[src/rtl/pipe_ctrl_pkg.sv]
// Shared encodings and control-bundle types for the pipelined MIPS control unit.
package pipe_ctrl_pkg;

   localparam int unsigned AluOpW = 3;
   localparam int unsigned RegW   = 5;

   localparam logic [5:0] OP_RTYPE = 6'b000000;
   localparam logic [5:0] OP_ADDI  = 6'b001000;
   localparam logic [5:0] OP_SLTI  = 6'b001010;
   localparam logic [5:0] OP_BEQ   = 6'b000100;
   localparam logic [5:0] OP_BNE   = 6'b000101;
   localparam logic [5:0] OP_BGE   = 6'b000001;
   localparam logic [5:0] OP_BGT   = 6'b000111;
   localparam logic [5:0] OP_LW    = 6'b100011;
   localparam logic [5:0] OP_SW    = 6'b101011;
   localparam logic [5:0] OP_J     = 6'b000010;
   localparam logic [5:0] OP_JAL   = 6'b000011;
   localparam logic [5:0] FUNCT_JR = 6'b001000;

   localparam logic [AluOpW-1:0] ALU_ADD   = 3'b000;
   localparam logic [AluOpW-1:0] ALU_BEQ   = 3'b001;
   localparam logic [AluOpW-1:0] ALU_SLT   = 3'b010;
   localparam logic [AluOpW-1:0] ALU_RTYPE = 3'b100;
   localparam logic [AluOpW-1:0] ALU_BNE   = 3'b101;
   localparam logic [AluOpW-1:0] ALU_CMP   = 3'b110;

   localparam logic [1:0] BR_EQ = 2'b00;
   localparam logic [1:0] BR_NE = 2'b01;
   localparam logic [1:0] BR_GE = 2'b10;
   localparam logic [1:0] BR_GT = 2'b11;

   localparam logic [1:0] FWD_RF    = 2'b00;
   localparam logic [1:0] FWD_EXMEM = 2'b01;
   localparam logic [1:0] FWD_MEMWB = 2'b10;

   localparam logic [RegW-1:0] REG_RA = 5'd31;

   typedef struct packed {
      logic [AluOpW-1:0] alu_op;
      logic              alusrc;
      logic              regdst;
      logic [1:0]        fwd_a;
      logic [1:0]        fwd_b;
   } ex_ctrl_t;

   typedef struct packed {
      logic       branch;
      logic [1:0] br_type;
      logic       memread;
      logic       memwrite;
   } mem_ctrl_t;

   typedef struct packed {
      logic            regwrite;
      logic            memtoreg;
      logic            jal;
      logic [RegW-1:0] dest;
   } wb_ctrl_t;

   typedef struct packed {
      ex_ctrl_t  ex;
      mem_ctrl_t mem;
      wb_ctrl_t  wb;
   } ctrl_t;

   typedef struct packed {
      mem_ctrl_t mem;
      wb_ctrl_t  wb;
   } exmem_ctrl_t;

endpackage

[src/rtl/pipe_ctrl_unit_hazard_fwd_unit.sv]
// Combinational load-use / RAW stall detection and operand forward selection.
module hazard_fwd_unit
   import pipe_ctrl_pkg::*;
#(
   parameter int unsigned REG_W  = 5,
   parameter int unsigned FWD_EN = 1
) (
   input  logic [REG_W-1:0] rs_i,
   input  logic [REG_W-1:0] rt_i,
   input  logic             use_rs_i,
   input  logic             use_rt_i,
   input  logic [REG_W-1:0] idex_dest_i,
   input  logic             idex_regwrite_i,
   input  logic             idex_memread_i,
   input  logic [REG_W-1:0] exmem_dest_i,
   input  logic             exmem_regwrite_i,
   output logic             hazard_o,
   output logic [1:0]       fwd_a_o,
   output logic [1:0]       fwd_b_o
);

   // Register 0 is hard-wired, so it never creates a dependency.
   function automatic logic src_hit(input logic used, input logic [REG_W-1:0] src,
                                    input logic [REG_W-1:0] dest);
      return used && (src != '0) && (src == dest);
   endfunction

   logic w_a_idex, w_b_idex, w_a_exmem, w_b_exmem;

   always_comb begin
      w_a_idex  = src_hit(use_rs_i, rs_i, idex_dest_i);
      w_b_idex  = src_hit(use_rt_i, rt_i, idex_dest_i);
      w_a_exmem = src_hit(use_rs_i, rs_i, exmem_dest_i);
      w_b_exmem = src_hit(use_rt_i, rt_i, exmem_dest_i);
   end

   if (FWD_EN != 0) begin : g_fwd
      logic w_idex_alu_wr;
      assign w_idex_alu_wr = idex_regwrite_i && !idex_memread_i;
      assign hazard_o = idex_memread_i && (w_a_idex || w_b_idex);

      always_comb begin
         fwd_a_o = FWD_RF;
         fwd_b_o = FWD_RF;
         if (w_a_idex && w_idex_alu_wr)         fwd_a_o = FWD_EXMEM;
         else if (w_a_exmem && exmem_regwrite_i) fwd_a_o = FWD_MEMWB;
         if (w_b_idex && w_idex_alu_wr)         fwd_b_o = FWD_EXMEM;
         else if (w_b_exmem && exmem_regwrite_i) fwd_b_o = FWD_MEMWB;
      end
   end else begin : g_nofwd
      logic w_unused_memread;
      assign w_unused_memread = idex_memread_i;
      // Write-before-read regfile: only ID/EX and EX/MEM producers must be waited out.
      assign hazard_o = ((w_a_idex || w_b_idex) && idex_regwrite_i) ||
                        ((w_a_exmem || w_b_exmem) && exmem_regwrite_i);
      assign fwd_a_o  = FWD_RF;
      assign fwd_b_o  = FWD_RF;
   end

endmodule

[src/rtl/pipe_ctrl_unit.sv]
// Pipelined control unit: ID decode plus ID/EX, EX/MEM, MEM/WB control registers,
// hazard stalling, forward selects and flush handling.
module pipe_ctrl_unit
   import pipe_ctrl_pkg::*;
#(
   parameter int unsigned ALU_OP_W = AluOpW,
   parameter int unsigned REG_W    = RegW,
   parameter int unsigned FWD_EN   = 1
) (
   input  logic                clk_i,
   input  logic                rst_i,
   input  logic [31:0]         instr_i,
   input  logic                flush_i,
   output logic                jump_o,
   output logic                stall_o,
   output logic                flush_ifid_o,
   output logic                illegal_o,
   output logic [ALU_OP_W-1:0] ex_alu_op_o,
   output logic                ex_alusrc_o,
   output logic                ex_regdst_o,
   output logic [1:0]          ex_fwd_a_o,
   output logic [1:0]          ex_fwd_b_o,
   output logic                mem_branch_o,
   output logic [1:0]          mem_br_type_o,
   output logic                mem_read_o,
   output logic                mem_write_o,
   output logic                wb_regwrite_o,
   output logic                wb_memtoreg_o,
   output logic                wb_jal_o,
   output logic [REG_W-1:0]    wb_dest_o
);

   logic [5:0]       w_opcode, w_funct;
   logic [REG_W-1:0] w_rs, w_rt, w_rd;
   logic             w_unused_shamt;
   ctrl_t            w_dec, w_id_ctrl;
   logic             w_jump, w_illegal, w_use_rs, w_use_rt, w_hazard, w_stall;
   logic [1:0]       w_fwd_a, w_fwd_b;
   ctrl_t            r_idex;
   exmem_ctrl_t      r_exmem;
   wb_ctrl_t         r_memwb;

   assign w_opcode       = instr_i[31:26];
   assign w_rs           = instr_i[25:21];
   assign w_rt           = instr_i[20:16];
   assign w_rd           = instr_i[15:11];
   assign w_funct        = instr_i[5:0];
   assign w_unused_shamt = ^instr_i[10:6];

   always_comb begin
      w_dec     = '0;
      w_jump    = 1'b0;
      w_illegal = 1'b0;
      w_use_rs  = 1'b0;
      w_use_rt  = 1'b0;
      case (w_opcode)
         OP_RTYPE: begin
            w_dec.ex.alu_op = ALU_RTYPE;
            w_dec.ex.regdst = 1'b1;
            w_dec.wb.dest   = w_rd;
            w_use_rs        = 1'b1;
            if (w_funct == FUNCT_JR) begin
               w_jump = 1'b1;
            end else begin
               w_dec.wb.regwrite = 1'b1;
               w_use_rt          = 1'b1;
            end
         end
         OP_ADDI, OP_SLTI: begin
            w_dec.ex.alu_op   = (w_opcode == OP_SLTI) ? ALU_SLT : ALU_ADD;
            w_dec.ex.alusrc   = 1'b1;
            w_dec.wb.regwrite = 1'b1;
            w_dec.wb.dest     = w_rt;
            w_use_rs          = 1'b1;
         end
         OP_BEQ, OP_BNE, OP_BGE, OP_BGT: begin
            w_dec.mem.branch = 1'b1;
            w_use_rs         = 1'b1;
            w_use_rt         = 1'b1;
            case (w_opcode)
               OP_BEQ:  begin w_dec.ex.alu_op = ALU_BEQ; w_dec.mem.br_type = BR_EQ; end
               OP_BNE:  begin w_dec.ex.alu_op = ALU_BNE; w_dec.mem.br_type = BR_NE; end
               OP_BGE:  begin w_dec.ex.alu_op = ALU_CMP; w_dec.mem.br_type = BR_GE; end
               default: begin w_dec.ex.alu_op = ALU_CMP; w_dec.mem.br_type = BR_GT; end
            endcase
         end
         OP_LW: begin
            w_dec.ex.alu_op   = ALU_ADD;
            w_dec.ex.alusrc   = 1'b1;
            w_dec.mem.memread = 1'b1;
            w_dec.wb.memtoreg = 1'b1;
            w_dec.wb.regwrite = 1'b1;
            w_dec.wb.dest     = w_rt;
            w_use_rs          = 1'b1;
         end
         OP_SW: begin
            w_dec.ex.alu_op    = ALU_ADD;
            w_dec.ex.alusrc    = 1'b1;
            w_dec.mem.memwrite = 1'b1;
            w_use_rs           = 1'b1;
            w_use_rt           = 1'b1;
         end
         OP_J: w_jump = 1'b1;
         OP_JAL: begin
            w_jump            = 1'b1;
            w_dec.wb.regwrite = 1'b1;
            w_dec.wb.jal      = 1'b1;
            w_dec.wb.dest     = REG_RA;
         end
         default: w_illegal = 1'b1;
      endcase
   end

   hazard_fwd_unit #(
      .REG_W  (REG_W),
      .FWD_EN (FWD_EN)
   ) u_hazard_fwd (
      .rs_i             (w_rs),
      .rt_i             (w_rt),
      .use_rs_i         (w_use_rs),
      .use_rt_i         (w_use_rt),
      .idex_dest_i      (r_idex.wb.dest),
      .idex_regwrite_i  (r_idex.wb.regwrite),
      .idex_memread_i   (r_idex.mem.memread),
      .exmem_dest_i     (r_exmem.wb.dest),
      .exmem_regwrite_i (r_exmem.wb.regwrite),
      .hazard_o         (w_hazard),
      .fwd_a_o          (w_fwd_a),
      .fwd_b_o          (w_fwd_b)
   );

   always_comb begin
      w_id_ctrl          = w_dec;
      w_id_ctrl.ex.fwd_a = w_fwd_a;
      w_id_ctrl.ex.fwd_b = w_fwd_b;
   end

   // A taken branch squashes the stalled instruction anyway, so flush overrides stall.
   assign w_stall      = w_hazard && !flush_i;
   assign stall_o      = w_stall;
   assign jump_o       = w_jump && !w_stall;
   assign flush_ifid_o = jump_o || flush_i;
   assign illegal_o    = w_illegal;

   always_ff @(posedge clk_i or negedge rst_i) begin
      if (!rst_i) begin
         r_idex  <= '0;
         r_exmem <= '0;
         r_memwb <= '0;
      end else begin
         r_idex      <= (w_stall || flush_i) ? '0 : w_id_ctrl;
         r_exmem.mem <= flush_i ? '0 : r_idex.mem;
         r_exmem.wb  <= flush_i ? '0 : r_idex.wb;
         r_memwb     <= r_exmem.wb;
      end
   end

   assign ex_alu_op_o   = r_idex.ex.alu_op;
   assign ex_alusrc_o   = r_idex.ex.alusrc;
   assign ex_regdst_o   = r_idex.ex.regdst;
   assign ex_fwd_a_o    = r_idex.ex.fwd_a;
   assign ex_fwd_b_o    = r_idex.ex.fwd_b;
   assign mem_branch_o  = r_exmem.mem.branch;
   assign mem_br_type_o = r_exmem.mem.br_type;
   assign mem_read_o    = r_exmem.mem.memread;
   assign mem_write_o   = r_exmem.mem.memwrite;
   assign wb_regwrite_o = r_memwb.regwrite;
   assign wb_memtoreg_o = r_memwb.memtoreg;
   assign wb_jal_o      = r_memwb.jal;
   assign wb_dest_o     = r_memwb.dest;

endmodule

[config.mk]
export PLATFORM = sky130hd
export DESIGN_NAME = pipe_ctrl_unit
export DESIGN_NICKNAME = d
export VERILOG_FILES = /design/src/rtl/pipe_ctrl_pkg.sv /design/src/rtl/pipe_ctrl_unit_hazard_fwd_unit.sv /design/src/rtl/pipe_ctrl_unit.sv
export SDC_FILE = /design/constraint.sdc
export NUM_CORES = 1
export LEC_CHECK = 0
export BUFFER_PORTS_ARGS = -buffer_cell sky130_fd_sc_hd__buf_4
export CAP_MARGIN = 20
export CORE_AREA = 2 2 68 70
export CTS_BUF_LIST = sky130_fd_sc_hd__clkbuf_4
export DETAILED_ROUTE_END_ITERATION = 10
export DIE_AREA = 0 0 70 72
export GPL_TIMING_DRIVEN = 0
export MAX_ROUTING_LAYER = met4
export PLACE_DENSITY_LB_ADDON = 0.08
export SYNTH_ARGS = -nofsm -noshare
export SYNTH_HDL_FRONTEND = slang
export SYNTH_SLANG_ARGS = --single-unit
[constraint.sdc]
create_clock -name clk_i -period 2.3 [get_ports clk_i]
set_input_delay 0.46 -clock clk_i [delete_from_list [all_inputs] [get_ports clk_i]]
set_output_delay 0.46 -clock clk_i [all_outputs]
set_load 0.02 [all_outputs]
Word level (Yosys, flattened, before mapping)
Index checks and enable logic that the tools add are counted.
W data, S select, Z words.
Operators by class
  add/subtract/negate cells: 0
  multiply operators: 0
  div/mod/pow operators: 0
  order comparisons: 0
  equality and inequality tests: 15
  shift operators: 0
  muxes and demuxes: 25
  bitwise gates (word level): 0
  reductions and logical operators: 32
Operator list (number)
  $mux W22: 1
  $eq A5 B5 Y1: 4
  $eq A6 B3 Y1 const B: 3
  $eq A6 B4 Y1 const B: 3
  $pmux W5 S3: 1
  $logic_and A1 B1 Y1: 14
  $eq A6 B2 Y1 const B: 2
  $eq A6 B6 Y1 const B: 2
  $reduce_or A4 Y1: 3
  $reduce_or A11 Y1: 1
  $mux W2: 5
  $reduce_bool A5 Y1: 2
  $mux W1: 9
  $pmux W3 S3: 1
  $reduce_or A9 Y1: 1
  $mux W8: 1
  $eq A6 B1 Y1 const B: 1
  $logic_not A6 Y1: 1
  $pmux W1 S2: 3
  $pmux W2 S3: 1
  $pmux W3 S2: 1
  $mux W5: 1
  $reduce_or A5 Y1: 1
  $reduce_or A2 Y1: 2
  4 further kinds: 8
Storage, ports and cells
  flip-flop bits (word level): 43
  bits in latches: 0
  RAM bits: 0
  bits in read-only memories: 0
  input port bits: 35
  output and inout port bits: 26
  logic and storage cells: 97
  memories kept: 0

Longest topological paths before layout
Gate-level depths: netlist of run 1.
  depth in word-level cells: 11
  depth in mapped cells: 7
  mapped depth without buffers: 5

By module
From an unflattened synthesis of run 1, not the netlist that was laid out.
Second synthesis, totals
  cell total of the unflattened synthesis: 185
  area, all modules: 1980.6 sq um
By module, submodules not included
  pipe_ctrl_unit: times used 1, cells an instance 145, area each 1662.8 sq um
  hazard_fwd_unit: times used 1, cells an instance 40, area each 317.8 sq um

Worst setup path after synthesis of run 1
Ideal clock, no wire load.
  path type: input to output
  start: input instr_i[29]
  end: output flush_ifid_o
  arrival: 2004 ps
  data required time: 1840 ps
  setup slack: -164 ps
  stages: 7
  path through: or4_1 > buf_2 > a211oi_4 > nor3_2 > o32ai_4 > buf_6 > o21bai_2
Between the ends
  cells in the longest elaborated chain, start to end: 11
Ends and longest elaborated chain
  start, declared: line pipe_ctrl_unit.sv:12  | input logic [31:0] instr_i,
  $eq A6 B6 Y1 (tied with other cells): line pipe_ctrl_unit.sv:56  | case (w_opcode)
  $reduce_or A5 Y1 (no source line) or $reduce_or A9 Y1 (tied branches)
  $pmux W1 S2 or $mux W1 (tied branches): line pipe_ctrl_unit.sv:56
  $logic_and A1 B1 Y1 (2 in a row): line pipe_ctrl_unit_hazard_fwd_unit.sv:25  | return used && (src != '0) && (src == dest);
  $logic_or A1 B1 Y1: line pipe_ctrl_unit_hazard_fwd_unit.sv:40  | assign hazard_o = idex_memread_i && (w_a_idex || w_b_idex);
  $logic_and A1 B1 Y1: line pipe_ctrl_unit_hazard_fwd_unit.sv:40
  $logic_and A1 B1 Y1: line pipe_ctrl_unit.sv:139  | assign w_stall = w_hazard && !flush_i;
  $logic_not A1 Y1: line pipe_ctrl_unit.sv:141  | assign jump_o = w_jump && !w_stall;
  $logic_and A1 B1 Y1 *: line pipe_ctrl_unit.sv:141
  $logic_or A1 B1 Y1 *: line pipe_ctrl_unit.sv:142  | assign flush_ifid_o = jump_o || flush_i;
  end, declared: line pipe_ctrl_unit.sv:16  | output logic flush_ifid_o,
Mark *: on every way between the ends. The rest lies on a longest branch, timed or not.

Worst setup path after layout of run 1
  start: register r_idex[4] in the netlist's numbering
  end: output flush_ifid_o
Between the ends
  cells in the longest elaborated chain, start to end: 8
Ends and longest elaborated chain
  start, declared: line pipe_ctrl_unit.sv:39  | ctrl_t r_idex;
  start signal, assigned: line pipe_ctrl_unit.sv:151  | r_idex <= (w_stall || flush_i) ? '0 : w_id_ctrl;
  $eq A5 B5 Y1: line pipe_ctrl_unit_hazard_fwd_unit.sv:25
  $logic_and A1 B1 Y1: line pipe_ctrl_unit_hazard_fwd_unit.sv:25
  $logic_or A1 B1 Y1 *: line pipe_ctrl_unit_hazard_fwd_unit.sv:40
  $logic_and A1 B1 Y1 *: line pipe_ctrl_unit_hazard_fwd_unit.sv:40
  $logic_and A1 B1 Y1 *: line pipe_ctrl_unit.sv:139
  $logic_not A1 Y1 *: line pipe_ctrl_unit.sv:141
  $logic_and A1 B1 Y1 *: line pipe_ctrl_unit.sv:141
  $logic_or A1 B1 Y1 *: line pipe_ctrl_unit.sv:142
Marked as above.

==> summary.md, run 1 <==
| Metric | Value |
|---|---|
| Total power | 0.00152 W |
| Period utilization | 1.11 |
| TritonCTS clock tree | built |
| CTS H-tree depth | 2 |
| DRC | 0 |
| Synth Area in Compound Gates | 0.110 |
| Max cap viols | 0 |
| Final setup margin | -0.251 ns |
| Clock Latency Late Sink | 0.35 ns |
| Simple-gate share of the synthesized area | 0.227 |
| Vias per cell | 5.42 |
| PwrDens | 516 mW/mm^2 |
| Clock network power share | 0.375 |
| Min Tclk post-route | 2.55 ns |
| Endpoints failing setup | 3 |
| RSZ-0062 raised after global routing | true |
| Rel. slew slack | 0.466 |
| Largest net degree at the start of global routing | 42 |
| Ports | 61 |
| Flop pwr share | 0.480 |
| Most used flip-flop cell after synthesis | dfrtp_1 |
| Register area share after synthesis | 0.508 |
| TritonRoute pass-1 iters | 4 |
| Crit path cell chain | buf_4, xor2_1, nor3_1, nand4_1, o32ai_4, buf_6, o21bai_4, buf_6 |
| Filler Cells Inserted | 338 |
| Main area contributors after synthesis | dfrtp_1 51%, xor2_1 6.9%, nor3_1 4.0% |
| Reg clk slew, reported paths | 0.13 ns |
| Initial core utilization | 0.474 |
| DP Wirelength | 3420 um |
| Slowest stage cell, crit path | dfrtp_1 |
| Crit start category | flip-flop |
| Logic gate share of total power | 0.145 |
| Data required, critical path | 1.84 ns |
| CTS buffer count | 5 |
| Initial drt markers | 95 |
| Placeable core region | 0.00426 mm^2 |
| Antenna violations before repair | 0 |
| Number of diodes | 0 |
| Failing checks | negative setup slack |
| Status | finished with violations |
| Grt total ovfl | 0 |
| Synth warnings | 0 |
| Fin. Hold Viols | 0 |
| FF+latch count, synth | 41 |
| Sink Count | 41 |
| Yosys cell types | 40 |
| Hold_buf cts | 0 |
| Clock Skew | 0.0135 ns |
| Final nets | 311 |
| Die Ht | 72 um |
| Buffers on Ports | 54 |
| Peak supply drop | 0.000254 V |
| Slew Limit Fails | 0 |
| GPL Wtd Cong | 0.893 |
| Worst Setup End Kind | output port |
| Non-filler cells, final | 329 |
| Synth Area in Adders | 0 |
| Post-Syn Area per Cell | 10.5 um^2 |
| Via count | 1784 |
| CP Max Fanout | 2 |
| Crit-path max cell delay | 0.42 ns |
| Clock Tree Buf Depth | 2 |
| Number of global-route vias before repair | 1780 |
| Fmax | 392 MHz |
| Total die area | 0.00504 mm^2 |
| CTS root buf | clkbuf_4 |
| Final core utilization | 0.693 |
| Total wire length | 5120 um |
| Internal Pwr Total | 0.00117 W |
| Layout overhead on the synthesized area | 46.3% |
| Die width | 70 um |
| Post-synth ARST share | 1.00 |
| Layout cells sized above 1 | 0.451 |
| Post-route ant nets | 0 |
| Post-DR wirelength/cell | 15.6 um |
| Most used cell, CP | buf_6 |
| Post-synthesis instance area | 0.00202 mm^2 |
| Post-Synth XOR/XNOR Area | 0.0911 |
| Switching part of the total power | 0.234 |
| Dpl cells | 298 |
| Number of synthesized flops with an enable pin | 0 |
| Proportion of synthesized area in mux cells | 0 |
| Setup CP Type | flip-flop to output port |
| Leading area contributor after synthesis | dfrtp_1 |
| Worst Path Arrival | 2.09 ns |
| Top-area cell type share of the netlist area | 0.508 |
| Post-Syn Nets | 227 |
| Post-synthesis cell count | 192 |
| Switching pwr | 0.000357 W |
| Main combinational cell family by area after synthesis | simple AND/OR/NAND/NOR gates |
| Static leakage | 1.40 nW |
| First-pass GRT wire length | 8430 um |
| Total global-route track usage | 0.223 |
| Least-Margin Pin Slew | 0.795 ns |
| Hold Path Class | input port to asynchronous set/reset pin |
| Placement Rows | 24 |
-- cell usage after synthesis (all sizes together) (3+ instances only) --
| master | number |
|---|---|
| nor4b | 3 |
| nand2 | 8 |
| buf | 13 |
| nor3 | 17 |
| nor4 | 7 |
| inv | 3 |
| o21ai | 3 |
| a221oi | 5 |
| xnor2 | 5 |
| dfrtp | 41 |
| nor2 | 17 |
| nor2b | 10 |
| xor2 | 16 |
| a211oi | 3 |
| nand3 | 3 |
| clkbuf | 6 |
| o31ai | 5 |
| a21oi | 4 |
-- flip-flops by register name, indices dropped and copies added, names as in the netlist --
register and flops:
ex_alusrc_o 1, ex_fwd_a_o 2, r_exmem 7, wb_memtoreg_o 1
wb_jal_o 1, wb_regwrite_o 1, mem_br_type_o 2, r_idex 12
ex_fwd_b_o 2, mem_read_o 1, wb_dest_o 5, ex_regdst_o 1
mem_write_o 1, mem_branch_o 1, ex_alu_op_o 3
-- metrics by stage --
step	hold slack [ns]	setup TNS, ns	setup WS (ns)	area [um^2]
final	0.0549	-0.530	-0.251	2950
after floorplan	0.164	-0.0496	-0.0319	2040
after global placement	0.337	-3.04	-0.636	2510
after global routing	0.0820	-0.776	-0.304	2950
after CTS	0.0770	-0.569	-0.219	2820
after detailed placement	0.347	-3.18	-0.642	2510
-- logic make-up (layout without fill, tap and decap cells) --
family / after synthesis / after routing
AO/OA/AOI/OAI: 26 / 26
buffers and inverters: 22 / 107
flip-flops: 41 / 41
AND/OR/NAND/NOR: 82 / 82
XOR/XNOR: 21 / 21
-- power groups by stage --
stage / clock [W] / combinational, W / sequential [W]
finish: 0.000571 / 0.000221 / 0.000731
global route: 0.000617 / 0.000240 / 0.000732
CTS: 0.000578 / 0.000202 / 0.000731
detailed placement: 0 / 0.000177 / 0.000745
global placement: 0 / 0.000175 / 0.000745
floorplan: 0 / 0.0000844 / 0.000747
-- worst max-delay path, delay by kind of cell, from the launching register on --
family | cells | cell delay [ns]
AOI/OAI and AO/OA | 2 | 0.27
xor gates and xnor gates | 1 | 0.17
buffers and inverters | 3 | 0.44
DFF | 1 | 0.42
and+or+nand+nor | 2 | 0.44
-- placed cells by master (no fill, tap or decap), drive strengths merged, types with 3 or more instances in the layout --
cell type	instances
a21oi	4
nor2b	10
o31ai	5
xor2	16
dfrtp	41
buf	91
nor4	7
inv	3
a211oi	3
a221oi	5
nand3	3
nor2	17
nand2	8
o21ai	3
nor4b	3
nor3	17
xnor2	5
clkbuf	10
-- routing by layer --
metal  vias up  wire length, um  GRT usage
li1        840                -          -
met1       852             1930      0.262
met2        77             2710      0.376
met3        15              354     0.0458
met4         0              127     0.0940
met5         -                0          -
-- final timing paths --
kind,start,endpoint,slack (ns),cells after the start
setup reg to reg,r_idex[4]$_DFF_PN0_,ex_alusrc_o$_DFF_PN0_,0.29,9
hold reg to reg,r_exmem[5]$_DFF_PN0_,wb_jal_o$_DFF_PN0_,0.37,0
hold / removal,rst_i,ex_fwd_b_o[0]$_DFF_PN0_,0.05,1
setup / recovery,r_idex[4]$_DFF_PN0_,flush_ifid_o,-0.25,8
max in group asynchronous,rst_i,r_idex[2]$_DFF_PN0_,1.87,1
min in group clk_i,r_exmem[5]$_DFF_PN0_,wb_jal_o$_DFF_PN0_,0.37,0
-- timing repair --
action / 4_1_cts / 5_1_grt
gates resized for setup: 22 / 18
pin swaps: 11 / 14
endpoints found under the setup margin: 3 / 4
setup buffers: 14 / 11
-- area by class of cell --
| cell class | instances | area, um^2 | area share |
|---|---|---|---|
| Tap cell | 52 | 65.1 | 0.0220 |
| Clock buffer | 5 | 37.5 | 0.0127 |
| Buffer | 18 | 126 | 0.0428 |
| Clock inverter | 3 | 65.1 | 0.0220 |
| Timing Repair Buffer | 78 | 604 | 0.205 |
| Sequential cell | 41 | 1030 | 0.348 |
| Inverter | 3 | 11.3 | 0.00381 |
| Multi-Input combinational cell | 129 | 1020 | 0.344 |
(Power assumes the default switching activity.)
==> inputs of run 2 (changes only) <==
==> constraint.sdc (replaced) <==
create_clock -name clk_i -period 2.3 [get_ports clk_i]
set_input_delay 0.46 -clock clk_i [delete_from_list [all_inputs] [get_ports clk_i]]
set_output_delay 0.46 -clock clk_i [all_outputs]
set_load 0.01 [all_outputs]
==> summary.md, run 2 (synthesis gave the netlist of run 1 again) <==
| Metric | Value |
|---|---|
| Fin. Hold Viols | 0 (unchanged) |
| Placement Setup Slack | -0.616 ns (was -0.642 ns) |
| DR top layer | met4 (unchanged) |
| Filler Cells Inserted | 357 (was 338) |
| CTS buffer count | 5 (unchanged) |
| Internal Pwr Total | 0.000948 W (was 0.00117 W) |
| Largest net degree at the start of global routing | 42 (unchanged) |
| PwrDens | 455 mW/mm^2 (was 516 mW/mm^2) |
| Crit start category | input port (was flip-flop) |
| Layout cells sized above 1 | 0.403 (was 0.451) |
| Hold_buf cts | 0 (unchanged) |
| GPL Wtd Cong | 0.894 (was 0.893) |
| CP top delay family | compound AO/OA/AOI/OAI gates (was buffers and inverters) |
| Worst Setup End Kind | output port (unchanged) |
| Crit-path max cell delay | 0.40 ns (was 0.42 ns) |
| Min Tclk post-route | 2.39 ns (was 2.55 ns) |
| Register bank with the most flops | r_idex (unchanged) |
| Area of the multi-input gates | 0.00100 mm^2 (was 0.00102 mm^2) |
| Clock Skew | 0.0133 ns (was 0.0135 ns) |
| Total die area | 0.00504 mm^2 (unchanged) |
| Total global-route track usage | 0.201 (was 0.223) |
| Fmax | 418 MHz (was 392 MHz) |
| Met2 wire length | 2310 um (was 2710 um) |
| Ports | 61 (unchanged) |
| Most common cell after layout, fill and taps aside | buf_4 (unchanged) |
| Wl on met1 | 1960 um (was 1930 um) |
| Initial core utilization | 0.474 (unchanged) |
| TritonRoute pass-1 iters | 4 (unchanged) |
| Post-DR wirelength/cell | 14.5 um (was 15.6 um) |
| Buffers on Ports | 54 (unchanged) |
| Reg clk slew, reported paths | 0.11 ns (was 0.13 ns) |
| Switching part of the total power | 0.254 (was 0.234) |
| Register area | 0.00103 mm^2 (about the same) |
| Period utilization | 1.04 (was 1.11) |
| Initial drt markers | 78 (was 95) |
| Rel. slew slack | 0.473 (was 0.466) |
| DRC | 0 (unchanged) |
| Antenna violations before repair | 0 (unchanged) |
| Sink Count | 41 (unchanged) |
| DP Wirelength | 3270 um (was 3420 um) |
| Number of diodes | 0 (unchanged) |
| Buf/Inv on CP | 3 (unchanged) |
| Least-Margin Pin Slew | 0.784 ns (was 0.795 ns) |
| RSZ-0062 raised after global routing | true (unchanged) |
| Data required, critical path | 1.84 ns (about the same) |
| Most used cell, CP | buf_6 (unchanged) |
| Hold slack | 0.0874 ns (was 0.0549 ns) |
| Largest register FFs | 12 (unchanged) |
| Number of global-route vias before repair | 1648 (was 1780) |
| Clock Tree Buf Depth | 2 (unchanged) |
| Switching pwr | 0.000322 W (was 0.000357 W) |
| Crit path cell chain | buf_6, buf_8, or3_4, a211oi_4, o31ai_4, o22ai_4, and2_4, buf_6 (was buf_4, xor2_1, nor3_1, nand4_1, o32ai_4, buf_6, o21bai_4, buf_6) |
| Grt total ovfl | 0 (unchanged) |
| Commonest cells after routing, fill and taps aside | 71 x buf_4, 41 x dfrtp_1, 17 x nor2_1, 16 x xor2_1, 14 x nor3_1 (was 83 x buf_4, 40 x dfrtp_1, 16 x nor2_1, 15 x xor2_1, 14 x nor3_1) |
| Clock Latency Late Sink | 0.34 ns (was 0.35 ns) |
| TritonCTS clock tree | built (unchanged) |
| Status | finished with violations (unchanged) |
| Peak supply drop | 0.000194 V (was 0.000254 V) |
| Setup CP Type | input port to output port (was flip-flop to output port) |
| Worst Path Arrival | 1.93 ns (was 2.09 ns) |
| R2r setup slk | 0.56 ns (was 0.29 ns) |
| Hold Path Class | input port to asynchronous set/reset pin (unchanged) |
| Failing checks | negative setup slack (unchanged) |
| Static leakage | 1.33 nW (was 1.40 nW) |
| Clock network power share | 0.261 (was 0.375) |
| DR WL met3 | 215 um (was 354 um) |
| CTS H-tree depth | 2 (unchanged) |
| Final setup margin | -0.0926 ns (was -0.251 ns) |
| Final nets | 298 (was 311) |
| Logic gate share of total power | 0.163 (was 0.145) |
| Max cap viols | 0 (unchanged) |
| Placement Rows | 24 (unchanged) |
| Placeable core region | 0.00426 mm^2 (unchanged) |
| CTS root buf | clkbuf_4 (unchanged) |
| Slew Limit Fails | 0 (unchanged) |
| Total wire length | 4580 um (was 5120 um) |
| First-pass GRT wire length | 7760 um (was 8430 um) |
| Die width | 70 um (unchanged) |
| Endpoints failing setup | 3 (unchanged) |
| Flop pwr share | 0.575 (was 0.480) |
| Post-route ant nets | 0 (unchanged) |
| Layout overhead on the synthesized area | 38.2% (was 46.3%) |
| Slowest stage cell, crit path | or3_4 (was dfrtp_1) |
| Vias per cell | 5.31 (was 5.42) |
| Via count | 1672 (was 1784) |
| CP Max Fanout | 5 (was 2) |
| Die Ht | 72 um (unchanged) |
==> run 2: final timing paths <==
path | from | to | cells past startpoint
setup / recovery | instr_i[31] | stall_o | 8
hold / removal | rst_i | r_idex[10]$_DFF_PN0_ | 1
setup reg to reg | r_idex[1]$_DFF_PN0_ | ex_fwd_b_o[1]$_DFF_PN0_ | 7
hold reg to reg | r_exmem[5]$_DFF_PN0_ | wb_jal_o$_DFF_PN0_ | 0
max in group asynchronous | rst_i | wb_dest_o[3]$_DFF_PN0_ | 1
min in group clk_i | r_exmem[5]$_DFF_PN0_ | wb_jal_o$_DFF_PN0_ | 0
==> run 2: final cells by class <==
type / instances / share of cell area
Clock buffer: 6 / 0.0161
Multi-Input combinational cell: 129 / 0.359
Inverter: 3 / 0.00403
Sequential cell: 41 / 0.368
Timing Repair Buffer: 66 / 0.184
Buffer: 17 / 0.0448
Tap cell: 52 / 0.0233
Clock inverter: 1 / 0.00134
==> run 2: power by group through the flow <==
stage / logic (W) / registers [W] / clock network [W]
floorplan: 0.0000817 / 0.000746 / 0
global placement: 0.000171 / 0.000745 / 0
detailed placement: 0.000172 / 0.000745 / 0
CTS: 0.000185 / 0.000731 / 0.000340
global route: 0.000226 / 0.000732 / 0.000378
finish: 0.000207 / 0.000731 / 0.000332
==> run 2: what timing repair did <==
item / in CTS / in global routing
endpoints found under the hold margin: 0 / 0
setup endpoints to repair: 3 / 3
setup buffers: 6 / 7
resized for setup: 14 / 25
pin swaps: 9 / 14
==> run 2: through the flow <==
step | util | instances | power, W | setup TNS (ns) | area (um^2)
after floorplan | - | 192 | 0.000827 | -0.0142 | 2040
after global placement | 0.589 | 298 | 0.000916 | -2.94 | 2510
after detailed placement | 0.589 | 298 | 0.000918 | -2.86 | 2510
after CTS | 0.626 | 310 | 0.00126 | -0.458 | 2670
after global routing | 0.655 | 315 | 0.00134 | -0.441 | 2790
final | 0.655 | 315 | 0.00127 | -0.200 | 2790
==> run 2: metal layers <==
metal	track usage	up-vias
met5	-	-
met4	0.0641	0
met3	0.0444	9
met2	0.337	54
met1	0.247	804
li1	-	805
